$ cat src/rtl/pipe_hazard_ctrl.sv
// pipe_hazard_ctrl: pipeline hold/flush control for the 5-stage core.
// Covers load-use bubbles, branch/trap flushes, memory stalls and CSR serialization.
//
// Ports:
//   clk, reset              clock, async active-low reset
//   id_rs1_addr/rs2_addr    ID-stage source registers
//   id_is_csr               ID-stage CSR access
//   exe_memread/rd_addr     EXE-stage load and destination
//   branch_taken            taken branch/jump resolved in EXE
//   trap_redirect           trap or mret redirect
//   im_busy, dm_busy        instruction/data memory not ready
//   pc_hold, ifid_hold      hold PC and IF/ID
//   ifid_flush              bubble into IF/ID
//   pipe_hold               hold ID/EXE and later (memory stall)
//   idexe_flush             bubble into ID/EXE
//   csr_busy                CSR serialization in progress
//   stall_cycles            saturating count of pc_hold cycles
module pipe_hazard_ctrl (
  input  logic        clk,
  input  logic        reset,
  input  logic [4:0]  id_rs1_addr,
  input  logic [4:0]  id_rs2_addr,
  input  logic        id_is_csr,
  input  logic        exe_memread,
  input  logic [4:0]  exe_rd_addr,
  input  logic        branch_taken,
  input  logic        trap_redirect,
  input  logic        im_busy,
  input  logic        dm_busy,
  output logic        pc_hold,
  output logic        ifid_hold,
  output logic        ifid_flush,
  output logic        pipe_hold,
  output logic        idexe_flush,
  output logic        csr_busy,
  output logic [15:0] stall_cycles
);

  typedef enum logic [1:0] {
    RUN       = 2'd0,
    CSR_DRAIN = 2'd1,
    CSR_ISSUE = 2'd2
  } state_t;

  state_t     state;
  state_t     state_nxt;
  logic [1:0] cnt;
  logic [1:0] cnt_nxt;
  logic       mem_stall;
  logic       load_use;
  logic       redirect;

  assign mem_stall = im_busy | dm_busy;
  assign redirect  = trap_redirect | branch_taken;

  assign load_use = exe_memread
                  & (exe_rd_addr != 5'd0)
                  & ((exe_rd_addr == id_rs1_addr)
                   | (exe_rd_addr == id_rs2_addr));

  always_ff @(posedge clk or negedge reset) begin
    if (!reset) begin
      state <= RUN;
      cnt   <= 2'd0;
    end else begin
      state <= state_nxt;
      cnt   <= cnt_nxt;
    end
  end

  always_comb begin
    state_nxt   = state;
    cnt_nxt     = cnt;
    pc_hold     = 1'b0;
    ifid_hold   = 1'b0;
    ifid_flush  = 1'b0;
    pipe_hold   = 1'b0;
    idexe_flush = 1'b0;
    csr_busy    = (state != RUN);

    if (mem_stall) begin
      pc_hold   = 1'b1;
      ifid_hold = 1'b1;
      pipe_hold = 1'b1;
    end else if (redirect) begin
      // The redirect flushes whatever sits in ID, including a
      // CSR under serialization, so serialization is abandoned.
      ifid_flush  = 1'b1;
      idexe_flush = 1'b1;
      state_nxt   = RUN;
      cnt_nxt     = 2'd0;
    end else begin
      unique case (state)
        RUN: begin
          if (load_use) begin
            pc_hold     = 1'b1;
            ifid_hold   = 1'b1;
            idexe_flush = 1'b1;
          end else if (id_is_csr) begin
            pc_hold     = 1'b1;
            ifid_hold   = 1'b1;
            idexe_flush = 1'b1;
            state_nxt   = CSR_DRAIN;
            cnt_nxt     = 2'd2;
          end
        end
        CSR_DRAIN: begin
          pc_hold     = 1'b1;
          ifid_hold   = 1'b1;
          idexe_flush = 1'b1;
          // Entry bubble plus two drain bubbles; issue once
          // the counter reaches zero.
          if (cnt <= 2'd1) begin
            state_nxt = CSR_ISSUE;
            cnt_nxt   = 2'd0;
          end else begin
            cnt_nxt = cnt - 2'd1;
          end
        end
        CSR_ISSUE: begin
          state_nxt = RUN;
        end
        default: begin
          state_nxt = RUN;
          cnt_nxt   = 2'd0;
        end
      endcase
    end
  end

  always_ff @(posedge clk or negedge reset) begin
    if (!reset) begin
      stall_cycles <= 16'd0;
    end else if (pc_hold && (stall_cycles != 16'hFFFF)) begin
      stall_cycles <= stall_cycles + 16'd1;
    end
  end

endmodule

$ cat config.mk
export PLATFORM = sky130hd
export DESIGN_NAME = pipe_hazard_ctrl
export DESIGN_NICKNAME = d
export VERILOG_FILES = /design/src/rtl/pipe_hazard_ctrl.sv
export SDC_FILE = /design/constraint.sdc
export NUM_CORES = 1
export LEC_CHECK = 0
export ABC_AREA = 1
export ABC_CLOCK_PERIOD_IN_PS = 4000
export BUFFER_PORTS_ARGS = -buffer_cell sky130_fd_sc_hd__buf_2
export CELL_PAD_IN_SITES_DETAIL_PLACEMENT = 1
export CELL_PAD_IN_SITES_GLOBAL_PLACEMENT = 1
export CORE_ASPECT_RATIO = 0.8
export CORE_UTILIZATION = 38
export CTS_CLUSTER_SIZE = 12
export DETAILED_ROUTE_END_ITERATION = 8
export GPL_ROUTABILITY_DRIVEN = 0
export PLACE_DENSITY_LB_ADDON = 0.1
export SYNTH_ARGS = -nofsm -noshare
export SYNTH_HDL_FRONTEND = slang
export SYNTH_SLANG_ARGS = --single-unit
$ cat constraint.sdc
create_clock -name clk -period 4 [get_ports clk]
set_input_delay 0.2 -clock clk [delete_from_list [all_inputs] [get_ports clk]]
set_output_delay 0.2 -clock clk [all_outputs]
set_load 0.1 [all_outputs]
[After elaboration in Yosys (flattened, before gate mapping)]
Index checks and enable logic that the tools add are counted.
Storage, ports and cells
  register bits after elaboration: 20
  latch bits: 0
  RAM bits: 0
  ROM bits: 0
  input bits: 23
  output and inout port bits: 22
  word-level logic and storage cells: 47
  memories kept: 0
Cells by class
  add/subtract/negate cells: 2
  $mul: 0
  div/mod/pow operators: 0
  magnitude comparators: 1
  eq/ne operators: 9
  shift operators: 0
  mux-type cells: 20
  bitwise operators: 6
  reductions and logical operators: 6
Operators with widths (number)
  16-bit by 1-bit adder with 16-bit output, second input constant: 1
  2-bit 2-to-1 mux: 8
  16-bit != test, second input constant: 1
  5-bit == test: 2
  1-bit 2-to-1 mux: 9
  3-bit != test, second input constant: 3
  4-bit AND reduction: 2
  2-bit one-hot mux with 3 select lines: 1
  5-bit nonzero test: 1
  2-bit one-hot mux with 2 select lines: 1
  1-bit OR: 3
  1-bit AND: 2
  2-bit by 1-bit == test with 1-bit output, second input constant: 1
  2-bit == test, second input constant: 1
  2-bit by 1-bit <= comparator with 1-bit output, second input constant: 1
  2-bit logical NOT: 1
  2-bit != test, second input constant: 1
  1-bit one-hot mux with 2 select lines: 1
  2-bit nonzero test: 1
  2-bit by 1-bit subtractor with 2-bit output, second input constant: 1
  1-bit logical AND: 1
  1-bit inverter: 1

[Longest topological paths before layout]
  depth after elaboration: 8
  mapped depth: 14
  gate-level depth less buffers: 13

[Worst setup path after synthesis]
No wires, ideal clock.
  kind: input to output
  start point: input port dm_busy
  end point: output port idexe_flush
  data arrival time: 2.534 ns
  data required time: 3.800 ns
  setup slack: 1.266 ns
  stages on the path: 3
  buffers on the path: 0
  cells stage by stage: nor2_1 > inv_1 > a21oi_1
Between the ends
  word-level cells in the longest chain between the ends: 2
Ends and longest elaborated chain
  start, declared: RTL line 29  | input logic dm_busy,
  1-bit OR: RTL line 53  | assign mem_stall = im_busy | dm_busy;
  1-bit 2-to-1 mux: RTL line 81  | if (mem_stall) begin
  end, declared: RTL line 34  | output logic idexe_flush,
No other way between the ends.

[Worst setup path after layout]
  start point: register stall_cycles[1]
  end point: register stall_cycles[8]
Between the ends
  word-level cells in the longest chain between the ends: 2
  elaborated cells between the ends (all ways): 3
  those cells by class: add/sub: 1; eq/ne: 1; reduce/logical: 1
Ends and longest elaborated chain
  start, declared: RTL line 36  | output logic [15:0] stall_cycles
  start signal, assigned: RTL line 135  | stall_cycles <= stall_cycles + 16'd1;
  branches (longest 2 deep; another with 16-bit by 1-bit adder with 16-bit output)
Several ways; the timed one is not identified.
A chain may end at the register's enable or synchronous reset.

==> key figures <==
Critical path
  – CP dominant cell by count: nand2_1
  – Crit end category: flip-flop
  – CP Cell Sequence: ha_1 -> nand3_2 -> nor2_4 -> nand2_2 -> or4_1 -> nand2_8 -> nand2_1 -> nand2_1
  – RR Endpoint: stall_cycles[8]
  – Crit path launch: stall_cycles[1]
  – Reg2reg path depth: 8
  – Reg2reg start: stall_cycles[1]
  – CP arrival: 2.47 ns
  – Startpoint Class: flip-flop
  – CP endpoint: stall_cycles[8]
  – Req. time, crit path: 4.20 ns
  – Kind of critical path: reg2reg
  – Worst reg-to-reg setup slack: 1.72 ns
  – CP peak stage delay: 0.78 ns
  – CP max stage cell: or4_1
  – Max FO, Critical Path: 17

Layout
  – Layout cell share with drive strength beyond 1: 23.9%
  – Sequential cell area: 500 um^2
  – Nets: 280
  – Final instance area: 1760 um^2
  – Area Overhead vs Synth: 20.9%
  – Final-layout fill cell count: 482
  – Number of diodes: 0
  – Multi-input gate area: 815 um^2

Detailed routing
  – Vias: 1466
  – Post-route ant nets: 0
  – Initial DRT Pass Iterations: 6
  – Initial DRC count: 85
  – Vias/cell: 4.94
  – # DRC: 3
  – Detailed Route WL: 3.65 mm
  – DR WL/cell: 12.3 um

STA
  – Slew headroom: 50.3%
  – Fmax: 439 MHz
  – Clock skew: 0.00446 ns
  – RSZ-0062 raised after global routing: false
  – Final Hold Violating Endpoints: 0
  – Setup TNS Final: 0 ns
  – Final period utilization: 56.9%
  – Slew Limit Fails: 0
  – Minimum clock period: 2.28 ns
  – Final setup vio count: 0
  – Actual slew at the worst max-slew pin: 0.745 ns

Power
  – Clock network fraction of design power: 23.7%
  – Sw Share: 48.8%
  – Pleak: 0.966 nW
  – Flop pwr share: 31.4%
  – Pwr dens: 490 nW/um^2
  – Comb pwr share: 44.9%
  – Int Power: 441 uW
  – Net Switching: 420 uW
  – Worst vdd ir: 0.458 mV
  – Total power: 860 uW

CTS
  – Num CTS Buffers: 3
  – H-tree lvl count: 1
  – Setup Fix Bufs, Post-CTS: 0
  – Clock Pin Slew Worst Setup and Hold Paths: 0.08 ns
  – CTS tree: built
  – Worst-Skew Late Latency: 0.26 ns
  – Clock buffer depth: 2
  – CTS Sinks: 20
  – Clock root buffer: clkbuf_8

Global routing
  – First-pass GRT wire length: 6.67 mm
  – Vias in the first global route: 1493
  – Grt total ovfl: 0
  – Largest net degree at the start of global routing: 21
  – Antenna violations before repair: 0
  – Total track usage: 20.6%

Hold path
  – Hold/Removal Path Class: in2reg

Run
  – Max-cap violations: 0

Synthesis
  – Register area share after synthesis: 34.5%
  – Synth Instances: 211
  – Syn Nets: 235
  – Number of synthesized flops with an enable pin: 0
  – Synthesis Warnings: 0
  – Flops & latches, synth: 20
  – Post-synth top area share: 34.5%
  – Post-Syn Area: 1450 um^2
  – Syn avg cell area: 6.88 um^2
  – Count of cell types in the netlist: 28
  – Synth area leaders: dfrtp_1 34%, nand2_1 21%, nand3_1 9.7%
  – Asr flop ratio synth: 100%
  – Prevailing post-synth register cell: dfrtp_1
  – Yosys top cell by area: dfrtp_1

Place
  – DP Wirelength: 2.94 mm
  – Port Buffers: 44
  – Placed inst area: 1670 um^2

Run status
  – Status: finished, violations left
  – Failing checks: DRC

Floorplanning
  – Core Box Area: 3540 um^2
  – Initial core utilization: 41.0%
  – Std-Cell Rows: 19
  – Chip width: 71.1 um
  – DIE AREA: 4070 um^2
  – IO Pins: 45
  – Height of the die: 57.3 um
==> state kept, by name, summed over array words and instances (netlist names) <==
name and cells:
cnt 2, state 2, stall_cycles 16
==> what timing repair did <==
action / 4_1_cts / 5_1_grt
resized for setup: 0 / 0
hold buffers: 1 / 0
hold endpoints to repair: 20 / 0
==> power groups by stage <==
stage / Sequential [mW] / Combinational (mW) / Clock [mW]
detailed placement: 0.275 / 0.386 / 0
floorplan: 0.448 / 0.137 / 0
global route: 0.276 / 0.415 / 0.214
global placement: 0.274 / 0.384 / 0
CTS: 0.271 / 0.388 / 0.210
finish: 0.270 / 0.386 / 0.204
==> critical path: cells and delay by family, from the launching register on <==
kind | cells | cell delay (ns)
adders and majority gates | 1 | 0.22
DFF | 1 | 0.40
and+or+nand+nor | 7 | 1.58
==> final cells by class <==
type | count | share of cell area (%)
clock buffers | 3 | 2.35
clock inverters | 1 | 1.71
inverters | 23 | 4.92
multi-input cells | 163 | 46.4
flip-flops and latches | 20 | 28.5
well taps | 42 | 2.99
repair buffers | 45 | 13.1
==> synth_stat cells, drive strengths merged, types with 2 or more instances <==
cell   number
buf         5
inv        22
xnor2       9
nor3        4
o21ai       4
nand3      29
nor2       18
dfrtp      20
xor2        7
nor4        2
nand2      84
==> through the flow <==
step / setup WS [ns] / hold slack (ns) / utilization [%] / instances
after floorplan: 1.27 / -0.0956 / - / 211
after global placement: 1.85 / 0.174 / 47.3 / 292
after detailed placement: 1.73 / 0.176 / 47.3 / 292
after CTS: 1.72 / 0.259 / 49.6 / 297
after global routing: 1.58 / 0.300 / 49.6 / 297
final: 1.72 / 0.261 / 49.6 / 297
==> metal layers <==
| metal | vias up | track usage, % | share of wire [%] |
|---|---|---|---|
| met4 | 0 | 4.00 | 0.44 |
| met3 | 2 | 4.77 | 3.4 |
| li1 | 751 | - | - |
| met1 | 682 | 28.1 | 53 |
| met2 | 31 | 33.9 | 43 |
| met5 | - | 0 | 0 |
==> layout by cell type (no fill, tap or decap), types with 3 or more instances in the layout <==
master,netlist,layout
clkbuf_8,0,3
dfrtp_1,20,20
inv_1,18,18
nand2_1,80,80
nand2_2,3,3
nand3_1,28,28
inv_2,4,4
buf_2,1,44
xor2_1,7,7
o21ai_0,4,4
nor2_1,17,17
nor3_1,3,3
xnor2_1,9,9
==> cells by family after synthesis <==
family,count (synthesis),synth area share [%]
compound gates,6,2.33
fa+ha+maj,1,0.862
buf+inv,28,9.40
simple gates,140,43.3
flops,20,34.5
xor+xnor,16,9.66
==> how the worst min path moves through the flow <==
stage	startpoint	to	slack, ns	cells after the start
detailed placement	reset	cnt[1]	0.18	1
finish	im_busy	state[0]	0.26	4
floorplan	reset	cnt[0]	-0.1	0
CTS	im_busy	state[0]	0.26	4
global placement	reset	cnt[1]	0.17	1
global route	branch_taken	state[0]	0.30	4
(Power assumes the default switching activity.)
